[src/rtl/ram_1r1w_fifo_ctrl.sv]
// rtl/ram_1r1w_fifo_ctrl.sv - valid/ready FIFO controller driving an external 1R1W sync RAM
// Read latency of the RAM is hidden behind a 2-entry skid buffer so the queue sustains one entry per cycle.
module ram_1r1w_fifo_ctrl #(
  parameter int DATA_W = 8,
  parameter int DEPTH  = 4,
  parameter int ADDR_W = $clog2(DEPTH),
  parameter int CNT_W  = $clog2(DEPTH + 3)
) (
  input  logic              clk,
  input  logic              rst,
  input  logic              flush,
  input  logic              enq_val,
  input  logic [DATA_W-1:0] enq_data,
  output logic              enq_rdy,
  output logic              deq_val,
  output logic [DATA_W-1:0] deq_data,
  input  logic              deq_rdy,
  output logic              ram_wr_en,
  output logic [ADDR_W-1:0] ram_wr_addr,
  output logic [DATA_W-1:0] ram_wr_data,
  output logic              ram_rd_en,
  output logic [ADDR_W-1:0] ram_rd_addr,
  input  logic [DATA_W-1:0] ram_rd_data,
  output logic [CNT_W-1:0]  occupancy
);

  localparam int RCNT_W = $clog2(DEPTH + 1);

  logic [ADDR_W-1:0] wr_ptr, rd_ptr;
  logic [RCNT_W-1:0] ram_cnt, ram_cnt_n;
  logic              rd_inflight;
  logic [1:0]        skid_cnt, skid_cnt_n;
  logic [DATA_W-1:0] skid0, skid1;
  logic              enq_xfer, deq_xfer, push;
  logic [2:0]        pend;

  assign enq_rdy     = (ram_cnt < RCNT_W'(DEPTH)) & ~flush & ~rst;
  assign enq_xfer    = enq_val & enq_rdy;
  assign deq_val     = (skid_cnt != 2'd0);
  assign deq_data    = skid0;
  assign deq_xfer    = deq_val & deq_rdy;
  assign push        = rd_inflight;

  // Entries that will sit in the skid after this edge if no new read is issued.
  assign pend        = {1'b0, skid_cnt} + {2'b0, rd_inflight} - {2'b0, deq_xfer};
  assign ram_rd_en   = (ram_cnt != '0) & (pend < 3'd2) & ~flush;
  assign ram_rd_addr = rd_ptr;
  assign ram_wr_en   = enq_xfer;
  assign ram_wr_addr = wr_ptr;
  assign ram_wr_data = enq_data;

  always_comb begin
    ram_cnt_n  = ram_cnt;
    skid_cnt_n = skid_cnt;
    if (enq_xfer & ~ram_rd_en)      ram_cnt_n = ram_cnt + 1'b1;
    else if (~enq_xfer & ram_rd_en) ram_cnt_n = ram_cnt - 1'b1;
    if (push & ~deq_xfer)           skid_cnt_n = skid_cnt + 2'd1;
    else if (~push & deq_xfer)      skid_cnt_n = skid_cnt - 2'd1;
  end

  always_ff @(posedge clk or posedge rst) begin
    if (rst) begin
      wr_ptr      <= '0;
      rd_ptr      <= '0;
      ram_cnt     <= '0;
      rd_inflight <= 1'b0;
      skid_cnt    <= 2'd0;
      skid0       <= '0;
      skid1       <= '0;
      occupancy   <= '0;
    end else if (flush) begin
      wr_ptr      <= '0;
      rd_ptr      <= '0;
      ram_cnt     <= '0;
      rd_inflight <= 1'b0;
      skid_cnt    <= 2'd0;
      occupancy   <= '0;
    end else begin
      if (enq_xfer)
        wr_ptr <= (wr_ptr == ADDR_W'(DEPTH - 1)) ? '0 : wr_ptr + 1'b1;
      if (ram_rd_en)
        rd_ptr <= (rd_ptr == ADDR_W'(DEPTH - 1)) ? '0 : rd_ptr + 1'b1;
      ram_cnt     <= ram_cnt_n;
      rd_inflight <= ram_rd_en;
      skid_cnt    <= skid_cnt_n;
      occupancy   <= CNT_W'(ram_cnt_n) + CNT_W'(ram_rd_en) + CNT_W'(skid_cnt_n);
      if (push) begin
        if (skid_cnt == 2'd0 || (skid_cnt == 2'd1 && deq_xfer)) begin
          skid0 <= ram_rd_data;
        end else if (skid_cnt == 2'd1) begin
          skid1 <= ram_rd_data;
        end else begin
          skid0 <= skid1;
          skid1 <= ram_rd_data;
        end
      end else if (deq_xfer && skid_cnt == 2'd2) begin
        skid0 <= skid1;
      end
    end
  end

  a_no_skid_overflow: assert property (@(posedge clk) disable iff (rst)
    !(push && !flush && skid_cnt == 2'd2 && !deq_xfer));

endmodule

[config.mk]
export PLATFORM = sky130hd
export DESIGN_NAME = ram_1r1w_fifo_ctrl
export DESIGN_NICKNAME = d
export VERILOG_FILES = /design/src/rtl/ram_1r1w_fifo_ctrl.sv
export SDC_FILE = /design/constraint.sdc
export NUM_CORES = 1
export LEC_CHECK = 0
export BUFFER_PORTS_ARGS = -buffer_cell sky130_fd_sc_hd__buf_2
export CAP_MARGIN = 20
export CORE_MARGIN = 1
export CORE_UTILIZATION = 54
export DETAILED_ROUTE_END_ITERATION = 7
export GPL_TIMING_DRIVEN = 0
export HOLD_SLACK_MARGIN = 0.12
export PLACE_DENSITY = 0.9
export SLEW_MARGIN = 20
export SYNTH_ARGS = -nofsm -noshare
export SYNTH_HDL_FRONTEND = slang
export SYNTH_SLANG_ARGS = --single-unit
[constraint.sdc]
create_clock -name clk -period 7.94 [get_ports clk]
set_input_delay 0.794 -clock clk [delete_from_list [all_inputs] [get_ports clk]]
set_output_delay 0.794 -clock clk [all_outputs]
set_load 0.005 [all_outputs]
* Yosys cells after proc, flatten, opt, wreduce, memory -nomap -nowiden
Index checks and enable logic that the tools add are counted.
** Storage, ports and cells
- Output and inout port bits :: 27
- Flip-flop bits (word level) :: 29
- Input bits :: 21
** Cells by class
- Equality and inequality tests :: 5
- Bitwise logic cells :: 17
- Reduce and logical (&&, ||, !) cells :: 11
- $lt $le $gt $ge :: 2
- Muxes and demuxes :: 18
- Add/sub/neg operators :: 10
** Operators with widths (number)
- 8-bit 2-to-1 mux :: 4
- 2-bit 2-to-1 mux :: 9
- 3-bit 2-to-1 mux :: 4
- 1-bit bitwise AND :: 10
- 2-bit nonzero test :: 4
- 1-bit inverter :: 7
- 2-bit by 1-bit adder with 2-bit output, second input constant :: 3
- 2-bit equality test, second input constant :: 3
- 3-bit AND reduction :: 2
- 2-bit by 1-bit adder with 3-bit output :: 1
- 3-bit by 1-bit adder with 3-bit output :: 1
- 3-bit by 1-bit adder with 3-bit output, second input constant :: 1
- 3-bit by 2-bit adder with 3-bit output :: 1
- 3-bit by 2-bit < comparator with 1-bit output, second input constant :: 1
- 3-bit < comparator, second input constant :: 1
- 3-bit by 2-bit != test with 1-bit output, second input constant :: 1
- 3-bit nonzero test :: 1
- 3-bit by 1-bit subtractor with 3-bit output :: 1
- 3-bit by 1-bit subtractor with 3-bit output, second input constant :: 1
- 2-bit by 1-bit equality test with 1-bit output, second input constant :: 1
- 1-bit logical AND :: 2
- 2-bit logical NOT :: 1
- 2-bit by 1-bit subtractor with 2-bit output, second input constant :: 1
- 1-bit logical OR :: 1
- 1-bit 2-to-1 mux :: 1

* Longest topological paths before layout
Gate-level depths: netlist of run 1.
- Depth in word-level cells :: 12
- Gate-level depth with buffers :: 15
- Gate-level depth less buffers :: 14

* Worst setup path after synthesis of run 1
Ideal clock, no wire load.
- Path kind :: input-to-reg
- Start point :: input port deq_rdy
- End point :: register occupancy[2]
- Slack :: 4431 ps
- Cell stages on the path :: 13
- Path buffers :: 1
- Arrival :: 3388 ps
- Required time :: 7819 ps
- Path through :: nand2b_1 ha_1 nand2b_1 fa_1 xnor2_1 and4b_1 buf_2 xnor2_2 fa_1 fa_1 xor2_1 xnor2_1 nor2_1
** Between the ends
- Cells in the longest elaborated chain, start to end :: 11
** Ends and longest elaborated chain
- from (decl) :: line 17 : input logic deq_rdy,
- 1-bit bitwise AND (*) :: line 41 : assign deq_xfer = deq_val & deq_rdy;
- 3-bit by 1-bit subtractor with 3-bit output (*) :: line 45 : assign pend = {1'b0, skid_cnt} + {2'b0, rd_inflight} - {2'b0, deq_xfer};
- 3-bit by 2-bit < comparator with 1-bit output (*) :: line 46 : assign ram_rd_en = (ram_cnt != '0) & (pend < 3'd2) & ~flush;
- 1-bit bitwise AND (*) (2 in a row) :: line 46
- via ram_rd_en :: line 21 : output logic ram_rd_en,
- 1-bit bitwise AND or 1-bit inverter (tied branches) :: line 56, 55
- 3-bit 2-to-1 mux or 1-bit bitwise AND (tied branches) :: line 56, 55
- 3-bit 2-to-1 mux :: line 55 : if (enq_xfer & ~ram_rd_en) ram_cnt_n = ram_cnt + 1'b1;
- 3-bit by 1-bit adder with 3-bit output (*) :: line 86 : occupancy <= CNT_W'(ram_cnt_n) + CNT_W'(ram_rd_en) + CNT_W'(skid_cnt_n);
- 3-bit by 2-bit adder with 3-bit output (*) :: line 86
- 3-bit 2-to-1 mux (*) :: line 71 : end else if (flush) begin
- to (signal assigned) :: line 86
- to (decl) :: line 24 : output logic [CNT_W-1:0] occupancy
Mark *: on every way through the listed nets, which the timed path passes. The rest lies on a longest branch.
A chain may end at the register's enable or synchronous reset.

* Final worst setup path of run 1
- Start point :: register skid_cnt[1]
- End point :: register occupancy[2]
** Between the ends
- Cells in the longest elaborated chain, start to end :: 12
** Ends and longest elaborated chain
- from (decl) :: line 32 : logic [1:0] skid_cnt, skid_cnt_n;
- from (signal assigned) :: line 85 : skid_cnt <= skid_cnt_n;
- branches (longest 10 deep; another with 2-bit by 1-bit adder with 3-bit output)
- 3-bit by 2-bit adder with 3-bit output (*) :: line 86
- 3-bit 2-to-1 mux (*) :: line 71
Mark *: on every way between the ends.

==> impl_metrics.env, run 1 <==
export IMPL_crit_fanout=7
export IMPL_fillers=227
export IMPL_die_area_um2=3240
export IMPL_hold_buffers=0
export IMPL_die_height_um=56.9
export IMPL_diodes=0
export IMPL_routed_wl_um=2960
export IMPL_start_util_pct=58.1
export IMPL_yosys_register_bits=29
export IMPL_port_buffer_count=39
export IMPL_postLayoutCoreUtil_pct=68.4
export IMPL_drive_gt1_share_pct=38.1
export IMPL_synth_area_leader_cell="dfrtp_1"
export IMPL_cts_setup_buffers=0
export IMPL_clockBufferDepth=2
export IMPL_worst_setup_path_end_kind="flop"
export IMPL_post_route_min_period_ns=3.80
export IMPL_clkLatencyLatePin_ns=0.34
export IMPL_crit_required_ns=8.16
export IMPL_status="finished, violations left"
export IMPL_crit_chain="inv_1 > ha_1 > nand2b_1 > ha_1 > nand2b_1 > fa_1 > xnor2_1 > and4b_1 > buf_2 > xnor2_2 > fa_1 > fa_1 > xor2_1 > xnor2_1 > nor2_1"
export IMPL_finalMaxSlewViolations=0
export IMPL_drt_pass1_iterations=6
export IMPL_avgSynthCellArea_um2=11.1
export IMPL_synth_cells=147
export IMPL_max_freq_mhz=263
export IMPL_arrival_ns=4.02
export IMPL_mostFrequentLayoutCells="buf_2 (41), dfrtp_1 (29), nor2_1 (15), a21oi_1 (13), mux2i_1 (10)"
export IMPL_syn_area_um2=1630
export IMPL_grt_usage_pct=20.9
export IMPL_setup_viol=0
export IMPL_hold_viol=0
export IMPL_failed_checks="design-rule violations"
export IMPL_nNetsFinal=226
export IMPL_yosys_warnings=0
export IMPL_grt_max_degree=30
export IMPL_static_leakage_power_nw=1.05
export IMPL_drv_cap=0
export IMPL_async_reset_ff_share_pct=100
export IMPL_clk_pin_slew_worst_paths_ns=0.09
export IMPL_boundaryPins=48
export IMPL_crit_path_frequent_cell="fa_1"
export IMPL_ys_top_cells_by_area="dfrtp_1 (45%), ha_1 (6.9%), mux2_2 (6.2%)"
export IMPL_ir_drop_v=0.000177
export IMPL_power_density_nw_per_um2=322
export IMPL_vias_per_cell=5.18
export IMPL_htreeDepth=2
export IMPL_drtIter0Drc=32
export IMPL_start_kind="flop"
export IMPL_grt_first_pass_wirelength_um=4980
export IMPL_cts_tree="built"
export IMPL_rows=19
export IMPL_cpPeakStageDelay_ns=0.45
export IMPL_worstMarginPinSlew_ns=0.609
export IMPL_cts_root_buf="clkbuf_4"
export IMPL_synth_edf_count=0
export IMPL_layout_commonest_cell="buf_2"
export IMPL_first_global_vias=1127
export IMPL_setup_tns_ns=0
export IMPL_hp_class="reg -> reg"
export IMPL_die_width_um=56.9
export IMPL_overflow=0
export IMPL_cts_sinks=29
export IMPL_numCtsBuffers=5
export IMPL_slew_headroom_pct=59.4
export IMPL_area_delta_synth_final_pct=17.7
export IMPL_gp_congestion=0.759
export IMPL_path_class="reg -> reg"
export IMPL_fin_crit_sh_pct=47.8
export IMPL_yosys_area_top_type_share_pct=44.5
export IMPL_core_um2=2810
export IMPL_synth_ff_type="dfrtp_1"
export IMPL_wl_per_cell_um=13.2
export IMPL_yosysUniqueCellTypes=31
export IMPL_ant_nets=0
export IMPL_vias=1165
export IMPL_rsz0062_at_grt="no"
export IMPL_grt_antenna_before_repair=0
export IMPL_syn_nets=180
export IMPL_drc=8
export IMPL_skew_ns=0.0109
export IMPL_cts_resized=0
export IMPL_hpwlAfterDp_um=2260
export IMPL_crit_path_top_delay_cell="dfrtp_1"
export IMPL_synth_seq_area_share_pct=44.5
[cell usage after synthesis, types with 2 or more instances]
cell type,n
xnor2_1,4
mux2i_1,10
nor2_1,15
buf_4,8
nand2_1,8
buf_2,2
o21ai_0,2
nor2b_1,6
nand2b_1,3
a21oi_1,13
dfrtp_1,29
mux2_2,9
nor3_1,2
ha_1,9
fa_1,3
xnor2_2,2
inv_1,7
clkbuf_1,2
[final cells by class]
type	instances	area (um^2)	area share, %
Buffer	13	88.8	4.63
Clock buffer	5	37.5	1.96
Multi-Input combinational cell	97	772	40.2
Inverter	8	42.5	2.22
Tap cell	31	38.8	2.02
Sequential cell	29	726	37.8
Clock inverter	3	17.5	0.913
Timing Repair Buffer	39	195	10.2
[layer usage]
layer | global-route usage [%] | vias to the layer above | wire length [um]
met5 | 0 | - | 0
met4 | 7.32 | 0 | 41
met3 | 6.45 | 6 | 173
met1 | 25.2 | 556 | 1220
met2 | 35.6 | 34 | 1530
li1 | - | 569 | -
[cell families after synthesis]
logic type	count (synthesis)	synth area share, %
adders and majority gates	12	10.6
muxes	20	13.7
AOI/OAI and AO/OA	17	5.38
xor gates and xnor gates	7	4.68
and+or+nand+nor	41	13.0
buffers and inverters	21	8.07
DFF	29	44.5
[metrics by stage]
stage | setup slack (ns) | instance area [um^2] | hold WS [ns] | total power, W | instances
after global placement | 4.20 | 1860 | 0.486 | 0.000518 | 217
final | 4.14 | 1920 | 0.511 | 0.000618 | 225
after global routing | 3.89 | 1920 | 0.523 | 0.000674 | 225
after CTS | 4.11 | 1920 | 0.513 | 0.000624 | 225
after detailed placement | 4.10 | 1860 | 0.493 | 0.000536 | 217
after floorplan | 4.43 | 1630 | 0.479 | 0.000451 | 147
[final timing paths]
| kind | slack (ns) | start | to | cells past startpoint |
|---|---|---|---|---|
| worst max-delay path | 4.14 | skid_cnt[1] | occupancy[2] | 15 |
| min in group asynchronous | 0.54 | rst | deq_data[3] | 2 |
| worst min register to register | 0.51 | skid1[3] | skid1[3] | 1 |
| max in group asynchronous | 7.00 | rst | occupancy[1] | 2 |
| worst min-delay path | 0.51 | skid1[3] | skid1[3] | 1 |
| worst max register to register | 4.14 | skid_cnt[1] | occupancy[2] | 15 |
[sequential cells by signal, summed over array words and instances (netlist names)]
register / flops
skid1: 8
ram_wr_addr: 2
deq_data: 8
occupancy: 3
ram_rd_addr: 2
skid_cnt: 2
ram_cnt: 3
push: 1
[worst max-delay path: cells and delay by family, from the launching register on]
family / cells / cell delay (ns)
buf+inv: 2 / 0.35
xor+xnor: 4 / 0.65
flops: 1 / 0.45
fa+ha+maj: 5 / 1.66
simple gates: 4 / 0.59
[where the power goes]
group	total, W	internal [W]	switching (W)
clock	0.0000878	0.0000333	0.0000545
combinational	0.000299	0.000152	0.000147
sequential	0.000231	0.000197	0.0000338
total	0.000618	0.000383	0.000235
No activity file was read; power rests on OpenSTA's default activity.
==> run 2: changes to the inputs <==
CORE_UTILIZATION = 46   (was 54)
PLACE_DENSITY = 0.82   (was 0.9)
clock period = 3.47 ns   (was 7.94 ns; I/O delays follow)
==> run 2 against run 1 <==
Compared with the run above:
- the run now ends clean
- final cell count grew 11%
- flip-flop and latch count is the same
- power grew to 2.8 times the previous value
- non-clock buffer count grew 10
- sequential share of layout area shrank 3.3 points
- largest power group unchanged
==> impl_metrics.env, run 2 (synthesis results as in run 1) <==
export IMPL_status="finished clean"
export IMPL_clk_pin_slew_worst_paths_ns=0.09
export IMPL_hold_viol=0
export IMPL_grt_usage_pct=16.1
export IMPL_p_clk_share_pct=16.3
export IMPL_layout_commonest_cell="buf_2"
export IMPL_hpwlAfterDp_um=2040
export IMPL_regToRegStartpoint="skid_cnt[1]"
export IMPL_grt_antenna_before_repair=0
export IMPL_ir_drop_v=0.000492
export IMPL_start_kind="flop"
export IMPL_drt_pass1_iterations=4
export IMPL_path_class="reg -> reg"
export IMPL_fin_ws_ns=0.0520
export IMPL_rows=21
export IMPL_power_density_nw_per_um2=828
export IMPL_cts_tree="built"
export IMPL_worst_setup_path_end_kind="flop"
export IMPL_htreeDepth=2
export IMPL_boundaryPins=48
export IMPL_post_route_min_period_ns=3.42
export IMPL_grt_max_degree=30
export IMPL_diodes=0
export IMPL_overflow=0
export IMPL_grt_first_pass_wirelength_um=4460
export IMPL_drc=0
export IMPL_mostFrequentLayoutCells="buf_2 (40), dfrtp_1 (29), buf_4 (18), nor2_1 (15), a21oi_1 (13)"
export IMPL_clockBufferDepth=2
export IMPL_ant_nets=0
export IMPL_seq_power_share_pct=29.6
export IMPL_max_freq_mhz=293
export IMPL_slew_headroom_pct=59.7
export IMPL_crit_fanout=4
export IMPL_static_leakage_power_nw=1.13
export IMPL_finalInstanceArea_um2=2100
export IMPL_skew_ns=0.00376
export IMPL_die_width_um=61.5
export IMPL_p_int_w=0.00115
export IMPL_core_um2=3360
export IMPL_post_dp_cell_area_um2=1880
export IMPL_drv_cap=0
export IMPL_power_switching_w=0.000594
export IMPL_nNetsFinal=236
export IMPL_vias_per_cell=4.85
export IMPL_hold_buffers=0
export IMPL_worstMarginPinSlew_ns=0.603
export IMPL_clkLatencyLatePin_ns=0.31
export IMPL_combPwrFrac_pct=54.0
export IMPL_area_delta_synth_final_pct=29.0
export IMPL_gp_congestion=0.775
export IMPL_crit_required_ns=3.67
export IMPL_drtIter0Drc=32
export IMPL_hp_class="in -> async"
export IMPL_setup_viol=0
export IMPL_finalMaxSlewViolations=0
export IMPL_rsz0062_at_grt="yes"
export IMPL_vias=1213
export IMPL_arrival_ns=3.62
export IMPL_wl_per_cell_um=11.9
export IMPL_cts_sinks=29
export IMPL_place_ws_ns=-0.200
export IMPL_first_global_vias=1093
export IMPL_cts_root_buf="clkbuf_4"
export IMPL_drive_gt1_share_pct=45.1
export IMPL_fin_crit_sh_pct=98.5
export IMPL_setup_worst_path_start="skid_cnt[1]"
export IMPL_start_util_pct=48.4
export IMPL_switching_share_pct=34.2
export IMPL_routed_wl_um=2960
export IMPL_die_area_um2=3780
export IMPL_final_cells=250
export IMPL_die_height_um=61.5
export IMPL_port_buffer_count=39
export IMPL_dp_cells=232
export IMPL_numCtsBuffers=5
[run 2: cell types whose count changed in the layout (fill, tap and decap cells not counted), sizes merged]
cell,previous run,this run
buf,50,60
bufinv,0,1
clkinvlp,1,0
clkbuf,7,9
clkinv,3,1
[run 2: metal layers]
metal | vias up | global-route usage (%) | wire length, um
met3 | 4 | 4.41 | 145
met4 | 0 | 1.90 | 32
met2 | 37 | 30.3 | 1510
met1 | 581 | 18.6 | 1270
li1 | 591 | - | -
met5 | - | 0 | 0
[run 2: worst paths after layout]
path / cells after the start / slack (ns) / endpoint
min in group clk: 2 / 0.28 / skid1[1]
min reg2reg: 1 / 0.51 / skid1[6]
max in group asynchronous: 2 / 2.96 / push
max: 15 / 0.05 / occupancy[2]
max reg2reg: 15 / 0.05 / occupancy[2]
min: 2 / 0.11 / ram_wr_addr[1]
[run 2: power by group through the flow]
| stage | clock, W | sequential (W) | combinational (W) |
|---|---|---|---|
| after floorplan | 0 | 0.000528 | 0.000507 |
| after global placement | 0 | 0.000527 | 0.000670 |
| after detailed placement | 0 | 0.000530 | 0.000698 |
| after CTS | 0.000290 | 0.000515 | 0.000852 |
| after global routing | 0.000303 | 0.000535 | 0.00104 |
| final | 0.000285 | 0.000516 | 0.000940 |
[run 2: worst max-delay path: stages (launching register included)]
cell      delay, ns
dfrtp_1        0.38
inv_2          0.07
ha_4           0.16
nand2b_4       0.14
ha_1           0.26
nand2b_4       0.14
fa_2           0.42
xnor2_2        0.22
and4b_1        0.24
buf_6          0.14
xnor2_4        0.08
fa_2           0.34
fa_2           0.34
xor2_1         0.15
xnor2_1        0.16
nor2_1         0.06
[run 2: stage by stage]
step | TNS, ns | utilization, % | power [W] | hold WS, ns
after CTS | 0 | 61.0 | 0.00166 | 0.274
after floorplan | 0 | - | 0.00104 | 0.413
after global placement | -0.156 | 56.0 | 0.00120 | 0.487
after detailed placement | -0.237 | 56.0 | 0.00123 | 0.493
after global routing | -0.114 | 62.5 | 0.00188 | 0.146
final | 0 | 62.5 | 0.00174 | 0.110
[run 2: cell type report]
| cell class | instances | area, um^2 |
|---|---|---|
| buffer | 13 | 95.1 |
| fill | 295 | 1260 |
| clock buffer | 7 | 55.1 |
| tap | 46 | 57.6 |
| sequential | 29 | 726 |
| multi-input combinational | 97 | 826 |
| clock inverter | 1 | 30.0 |
| inverter | 8 | 42.5 |
| timing repair buffer | 49 | 270 |
[run 2: timing repair]
action | in CTS | in global routing
pin swaps | 1 | 4
buffers inserted | 10 | 0
endpoints found under the setup margin | 2 | 1
gates resized for setup | 2 | 10
